[src/rtl/puf_pkg.sv]
// Shared types and LFSR helpers for the arbiter-PUF challenge/response sequencer.
// Imported by the LFSR sub-module and the sequencer top.
package puf_pkg;

    typedef enum logic [2:0] {
        ST_IDLE,
        ST_ARM,
        ST_FIRE,
        ST_SETTLE,
        ST_SAMPLE,
        ST_EMIT,
        ST_DONE
    } crp_state_t;

    // Feedback taps at bits 63, 62, 60 and 59.
    localparam logic [63:0] LFSR_TAPS    = 64'hD800_0000_0000_0000;
    localparam logic [63:0] DEFAULT_SEED = 64'h1;

    function automatic logic [63:0] lfsr64_next(input logic [63:0] s);
        return {s[62:0], ^(s & LFSR_TAPS)};
    endfunction

    // An all-zero state would lock the LFSR, so it is never loaded.
    function automatic logic [63:0] lfsr64_seed_fix(input logic [63:0] s);
        return (s == 64'h0) ? DEFAULT_SEED : s;
    endfunction

endpackage

[src/rtl/puf_crp_sequencer_if.sv]
// Valid/ready stream carrying one challenge/response pair per transfer.
// The sequencer drives the master side; the logger or UART sits on the slave side.
interface puf_crp_if #(
    parameter int N = 64
);
    logic         m_valid;
    logic         m_ready;
    logic [N-1:0] m_challenge;
    logic         m_response;
    logic         m_stable;

    modport master (
        output m_valid,
        output m_challenge,
        output m_response,
        output m_stable,
        input  m_ready
    );

    modport slave (
        input  m_valid,
        input  m_challenge,
        input  m_response,
        input  m_stable,
        output m_ready
    );
endinterface

[src/rtl/puf_lfsr64.sv]
// 64-bit Fibonacci LFSR that generates PUF challenges.
// A load restarts the sequence at the seed; advance steps it once.
module puf_lfsr64
    import puf_pkg::*;
(
    input  logic        clk,
    input  logic        rst_n,
    input  logic        load,
    input  logic        advance,
    input  logic [63:0] seed,
    output logic [63:0] q
);

    // NOTE: state is updated with non-blocking assignments so every flop samples
    // pre-edge values, which keeps simulation consistent with the synthesised netlist.
    always_ff @(posedge clk) begin
        if (!rst_n) begin
            q <= lfsr64_seed_fix(seed);
        end else if (load) begin
            q <= lfsr64_seed_fix(seed);
        end else if (advance) begin
            q <= lfsr64_next(q);
        end
    end

endmodule

[src/rtl/puf_crp_sequencer.sv]
// Launches LFSR challenges into the arbiter-PUF delay line, majority-votes REPEATS
// synchronised response samples per challenge and streams out each CRP.
module puf_crp_sequencer
    import puf_pkg::*;
#(
    parameter int          N             = 64,
    parameter int          REPEATS       = 5,
    parameter int          SETTLE_CYCLES = 8,
    parameter logic [63:0] LFSR_SEED     = DEFAULT_SEED
) (
    input  logic          clk,
    input  logic          rst_n,
    input  logic          start,
    input  logic [15:0]   num_chal,
    output logic          busy,
    output logic          done,
    output logic          launch,
    output logic [N-1:0]  challenge,
    input  logic          response,
    puf_crp_if.master     crp
);

    localparam int CW = $clog2(REPEATS + 1);
    localparam int SW = $clog2(SETTLE_CYCLES + 1);

    // The two-flop synchroniser must settle inside the wait after each launch.
    if (SETTLE_CYCLES < 2) begin : g_bad_settle
        $error("puf_crp_sequencer: SETTLE_CYCLES must be >= 2");
    end
    if (REPEATS < 1 || (REPEATS % 2) == 0) begin : g_bad_repeats
        $error("puf_crp_sequencer: REPEATS must be odd and >= 1");
    end
    if (N < 1 || N > 64) begin : g_bad_width
        $error("puf_crp_sequencer: N must be in 1..64");
    end

    crp_state_t    state, state_next;
    logic [15:0]   remaining;
    logic [CW-1:0] rep_cnt;
    logic [CW-1:0] ones_cnt;
    logic [SW-1:0] settle_cnt;
    logic          resp_meta, resp_sync;
    logic          lfsr_load, lfsr_advance;
    logic [63:0]   lfsr_q;
    logic          chal_active;

    puf_lfsr64 u_lfsr (
        .clk     (clk),
        .rst_n   (rst_n),
        .load    (lfsr_load),
        .advance (lfsr_advance),
        .seed    (LFSR_SEED),
        .q       (lfsr_q)
    );

    // NOTE: every signal written here gets a default first, so no path can leave
    // one unassigned and infer a latch.
    always_comb begin
        state_next   = state;
        lfsr_load    = 1'b0;
        lfsr_advance = 1'b0;
        unique case (state)
            ST_IDLE: begin
                if (start) begin
                    lfsr_load  = 1'b1;
                    state_next = (num_chal == 16'd0) ? ST_DONE : ST_ARM;
                end
            end
            ST_ARM:    state_next = ST_FIRE;
            ST_FIRE:   state_next = ST_SETTLE;
            ST_SETTLE: begin
                if (settle_cnt == SW'(SETTLE_CYCLES - 1)) begin
                    state_next = ST_SAMPLE;
                end
            end
            ST_SAMPLE: state_next = (int'(rep_cnt) + 1 < REPEATS) ? ST_ARM : ST_EMIT;
            ST_EMIT: begin
                if (crp.m_ready) begin
                    lfsr_advance = 1'b1;
                    state_next   = (remaining == 16'd1) ? ST_DONE : ST_ARM;
                end
            end
            ST_DONE:   state_next = ST_IDLE;
            default:   state_next = ST_IDLE;
        endcase
    end

    always_ff @(posedge clk) begin
        if (!rst_n) begin
            state      <= ST_IDLE;
            remaining  <= '0;
            rep_cnt    <= '0;
            ones_cnt   <= '0;
            settle_cnt <= '0;
            resp_meta  <= 1'b0;
            resp_sync  <= 1'b0;
        end else begin
            state     <= state_next;
            resp_meta <= response;
            resp_sync <= resp_meta;
            unique case (state)
                ST_IDLE: begin
                    if (start) begin
                        remaining <= num_chal;
                        rep_cnt   <= '0;
                        ones_cnt  <= '0;
                    end
                end
                ST_SETTLE: begin
                    settle_cnt <= (state_next == ST_SAMPLE) ? '0 : settle_cnt + 1'b1;
                end
                ST_SAMPLE: begin
                    ones_cnt <= ones_cnt + CW'(resp_sync);
                    rep_cnt  <= rep_cnt + 1'b1;
                end
                ST_EMIT: begin
                    if (crp.m_ready) begin
                        remaining <= remaining - 16'd1;
                        rep_cnt   <= '0;
                        ones_cnt  <= '0;
                    end
                end
                default: ;
            endcase
        end
    end

    // Challenge outputs are gated so they read zero outside an active challenge.
    assign chal_active = (state == ST_ARM)    || (state == ST_FIRE) ||
                         (state == ST_SETTLE) || (state == ST_SAMPLE) ||
                         (state == ST_EMIT);

    assign busy      = (state != ST_IDLE);
    assign done      = (state == ST_DONE);
    assign launch    = (state == ST_FIRE);
    assign challenge = chal_active ? lfsr_q[N-1:0] : '0;

    assign crp.m_valid     = (state == ST_EMIT);
    assign crp.m_challenge = crp.m_valid ? lfsr_q[N-1:0] : '0;
    assign crp.m_response  = crp.m_valid && (int'(ones_cnt) > REPEATS / 2);
    assign crp.m_stable    = crp.m_valid && (ones_cnt == '0 || int'(ones_cnt) == REPEATS);

endmodule

[src/flat_wrapper.sv]
// flat-port wrapper written by rule: the top's interface ports become plain ports
module puf_crp_sequencer_flat import puf_pkg::*;
#(
    parameter int          N             = 64,
    parameter int          REPEATS       = 5,
    parameter int          SETTLE_CYCLES = 8,
    parameter logic [63:0] LFSR_SEED     = DEFAULT_SEED
)
  (clk, rst_n, start, num_chal, busy, done, launch, challenge, response, crp_m_valid, crp_m_challenge, crp_m_response, crp_m_stable, crp_m_ready);
  puf_crp_if #(.N(N)) crp_i ();
  input  logic clk;
  input  logic rst_n;
  input  logic start;
  input  logic [15:0] num_chal;
  output logic busy;
  output logic done;
  output logic launch;
  output logic [N-1:0] challenge;
  input  logic response;
  output wire logic [$bits(crp_i.m_valid)-1:0] crp_m_valid;
  output wire logic [$bits(crp_i.m_challenge)-1:0] crp_m_challenge;
  output wire logic [$bits(crp_i.m_response)-1:0] crp_m_response;
  output wire logic [$bits(crp_i.m_stable)-1:0] crp_m_stable;
  input wire logic [$bits(crp_i.m_ready)-1:0] crp_m_ready;
  assign crp_m_valid = crp_i.m_valid;
  assign crp_m_challenge = crp_i.m_challenge;
  assign crp_m_response = crp_i.m_response;
  assign crp_m_stable = crp_i.m_stable;
  assign crp_i.m_ready = crp_m_ready;
  puf_crp_sequencer #(.N(N), .REPEATS(REPEATS), .SETTLE_CYCLES(SETTLE_CYCLES), .LFSR_SEED(LFSR_SEED)) u_core (.clk(clk), .rst_n(rst_n), .start(start), .num_chal(num_chal), .busy(busy), .done(done), .launch(launch), .challenge(challenge), .response(response), .crp(crp_i));
endmodule
[config.mk]
export PLATFORM = sky130hd
export DESIGN_NAME = puf_crp_sequencer_flat
export DESIGN_NICKNAME = d
export VERILOG_FILES = /design/src/rtl/puf_pkg.sv /design/src/rtl/puf_crp_sequencer_if.sv /design/src/rtl/puf_lfsr64.sv /design/src/rtl/puf_crp_sequencer.sv /design/src/flat_wrapper.sv
export SDC_FILE = /design/constraint.sdc
export NUM_CORES = 1
export LEC_CHECK = 0
export CORE_MARGIN = 10
export CORE_UTILIZATION = 45
export CTS_CLUSTER_SIZE = 12
export DETAILED_ROUTE_END_ITERATION = 7
export GPL_TIMING_DRIVEN = 0
export PLACE_DENSITY = 0.77
export SLEW_MARGIN = 40
export SYNTH_ARGS = -nofsm -noshare
export SYNTH_HDL_FRONTEND = slang
export SYNTH_SLANG_ARGS = --single-unit
[constraint.sdc]
create_clock -name clk -period 2.2 [get_ports clk]
set_clock_uncertainty 0.05 [all_clocks]
set_input_delay 0.66 -clock clk [delete_from_list [all_inputs] [get_ports clk]]
set_output_delay 0.66 -clock clk [all_outputs]
set_load 0.01 [all_outputs]
==> flow_summary.json <==
{
  "synth_edf_count": 0,
  "arrival_ns": 1.80,
  "register_area_um2": 1910,
  "cp_num_buf_inv": 5,
  "routed_wl_mm": 18.8,
  "initialDrtViolationCount": 392,
  "cp_cell_sequence": "buf_6, nand3b_1, clkinv_4, clkbuf_16, clkbuf_16, and2_4, buf_6",
  "via_per_inst": 5.60,
  "initial_core_util_pct": 46.4,
  "hold_viol_final": 0,
  "drive_above_1_share_pct": 40.0,
  "placed_cell_area_um2": 6750,
  "irDropWorstVdd_uv": 290,
  "die_w_um": 126,
  "p_leak_nw": 3.44,
  "crit_family": "buffers and inverters",
  "layout.nets": 902,
  "critPathSlowestCell": "dfxtp_2",
  "crit_required_ns": 1.49,
  "fmax_mhz": 399,
  "io_pins": 155,
  "min_path_type": "flip-flop to flip-flop",
  "synth.avg_cell_area_um2": 7.47,
  "fin_area_um2": 7980,
  "worstMarginPinSlew_ns": 0.703,
  "cpPeakStageDelay_ns": 0.35,
  "clock_latency_ns": 0.37,
  "fin_ws_ns": -0.309,
  "drc_errors": 0,
  "synth_warnings": 0,
  "stdcell_count": 1020,
  "overflow": 0,
  "yosysUniqueCellTypes": 59,
  "synth-main-ff-cell": "dfxtp_1",
  "yosys-top-cells-area": "dfxtp_1 38%, nand2_1 11%, and2_1 8.8%, and3_1 8.1%, a21oi_1 7.6%",
  "syn_inst": 676,
  "ctsHoldBuffers": 0,
  "area_growth_pct": 58.0,
  "placedCellCount": 969,
  "power.total_mw": 3.68,
  "fp.coreArea_um2": 10900,
  "multi_input_area_um2": 3260,
  "place_hpwl_mm": 12.6,
  "power.density_nw_per_um2": 461,
  "vias": 5713,
  "worstSetupEndpointType": "output pin",
  "critPathKind": "flip-flop to output pin",
  "min_period_ns": 2.51,
  "yosysMostFrequentCell": "nand2_1",
  "synth_commonest_cells": "148 x nand2_1, 95 x dfxtp_1, 77 x a21oi_1",
  "yosys.area.top_type_share_pct": 37.7,
  "fp.dieH_um": 126,
  "gp_congestion": 0.894,
  "clock-root-buffer": "clkbuf_8",
  "detail-route-antenna-nets": 0,
  "synth_sequential_area_ratio_pct": 37.7,
  "dr.pass1.iters": 5,
  "clk_pin_slew_ns": 0.09,
  "relSlewSlack_pct": 52.8,
  "antennaDiodeCount": 0,
  "clkSinkCount": 95,
  "setup_viol": 132,
  "async_flop_share_pct": 0,
  "fillers": 799,
  "reg2reg_slack_ns": 0.13,
  "finalCritPeriodShare_pct": 114,
  "cts_tree": "built",
  "syn_nets": 703,
  "io_buffers": 153,
  "cts_max_path_buffers": 2,
  "netlist_area_um2": 5050,
  "dieArea_um2": 15900,
  "critPathLaunchType": "flip-flop",
  "violations": "setup timing",
  "antenna_found_initial": 0,
  "drv_slew": 0,
  "wire_per_inst_um": 18.4,
  "final_util_pct": 73.3,
  "grt_pass1_vias": 5542,
  "worstPathMaxFanout": 7,
  "rows": 38,
  "grt_max_degree": 18,
  "synth-seq-cells": 95,
  "grt.total_usage_pct": 22.1,
  "numCtsBuffers": 9,
  "grt_pass1_wl_mm": 29.3,
  "status": "finished, violations left",
  "synth_top_cell_by_area": "dfxtp_1",
  "h-tree-depth": 3,
  "maxCapViolCount": 0,
  "rsz0062_at_grt": "true"
}
path summary, 6_finish.rpt:
path                     from                    to  cells after the start
max           u_core.state[0]   crp_m_challenge[30]                      7
min          u_core.resp_meta      u_core.resp_sync                      1
max reg2reg   u_core.state[0]  u_core.remaining[13]                      9
min reg2reg  u_core.resp_meta      u_core.resp_sync                      1
cell type report:
| cell class | count | share of cell area, % |
|---|---|---|
| Buffer | 56 | 6.20 |
| Clock buffer | 10 | 1.73 |
| Clock inverter | 6 | 0.847 |
| Inverter | 4 | 0.251 |
| Multi-Input combinational cell | 517 | 40.8 |
| Sequential cell | 95 | 24.0 |
| Tap cell | 140 | 2.20 |
| Timing Repair Buffer | 192 | 24.0 |
routing by layer:
layer | global-route usage, % | vias to the layer above | share of wire [%]
li1 | - | 2716 | -
met1 | 25.3 | 2741 | 39
met2 | 37.6 | 236 | 50
met3 | 7.59 | 20 | 9.0
met4 | 7.17 | 0 | 1.6
met5 | 0 | - | 0
worst reg2reg max path, stage by stage (launching register included):
cell,delay (ns)
dfxtp_2,0.35
buf_6,0.11
buf_4,0.13
buf_4,0.13
buf_4,0.15
nor4b_4,0.37
nor2_1,0.14
clkbuf_2,0.22
a31oi_1,0.20
o211ai_1,0.10
registers in the layout (all words and copies together), names as in the netlist:
register / flops
u_core.remaining: 16
u_core.settle_cnt: 4
u_core.ones_cnt: 3
u_core.resp_sync: 1
u_core.resp_meta: 1
u_core.rep_cnt: 3
u_core.state: 3
u_core.u_lfsr.q: 64
repair_timing:
item                                    4_1_cts  5_1_grt
gates resized for setup                     755      144
endpoints found under the hold margin         0        0
setup buffers                                19        9
pin swaps                                    19        4
cloned                                        8        4
endpoints found under the setup margin      213      211
report_power, final:
part / total [mW] / internal [mW] / switching (mW) / leakage (nW)
clock network: 1.21 / 0.565 / 0.650 / 0.105
logic: 0.678 / 0.325 / 0.353 / 2.56
registers: 1.79 / 1.75 / 0.0368 / 0.770
metrics by stage:
| step | setup TNS [ns] | worst slack, ns | hold slack, ns |
|---|---|---|---|
| CTS | -35.09 | -0.345 | 0.413 |
| finish | -31.76 | -0.309 | 0.408 |
| floorplan | 0 | 0.0689 | 0.362 |
| global placement | -126.37 | -1.10 | 0.369 |
| global route | -40.02 | -0.386 | 0.437 |
| detailed placement | -128.88 | -1.12 | 0.383 |
cells by family (layout without fill, tap and decap cells):
| group | Yosys count | in the layout | share of synthesized area (%) |
|---|---|---|---|
| flip-flops | 95 | 95 | 37.7 |
| multiplexers | 4 | 4 | 0.793 |
| AO/OA/AOI/OAI | 134 | 134 | 15.7 |
| XOR/XNOR | 7 | 7 | 1.21 |
| buffers and inverters | 64 | 268 | 5.13 |
| AND/OR/NAND/NOR | 366 | 366 | 38.0 |
| adder cells (fa/ha/maj) | 6 | 6 | 1.49 |
placed cells by master (no fill, tap or decap), types with 16 or more instances in the layout:
cell type        netlist  final
buf_2                 11     45
nand2_1              148    146
buf_6                  0    110
buf_4                  1     20
and2_4                 0     64
dfxtp_1               95     92
a21oi_1               77     77
clkdlybuf4s50_1        0     18
nor2_1                17     16
buf_8                  0     19
and3_4                 0     30
and3_1                65     35
(Power assumes the default switching activity.)
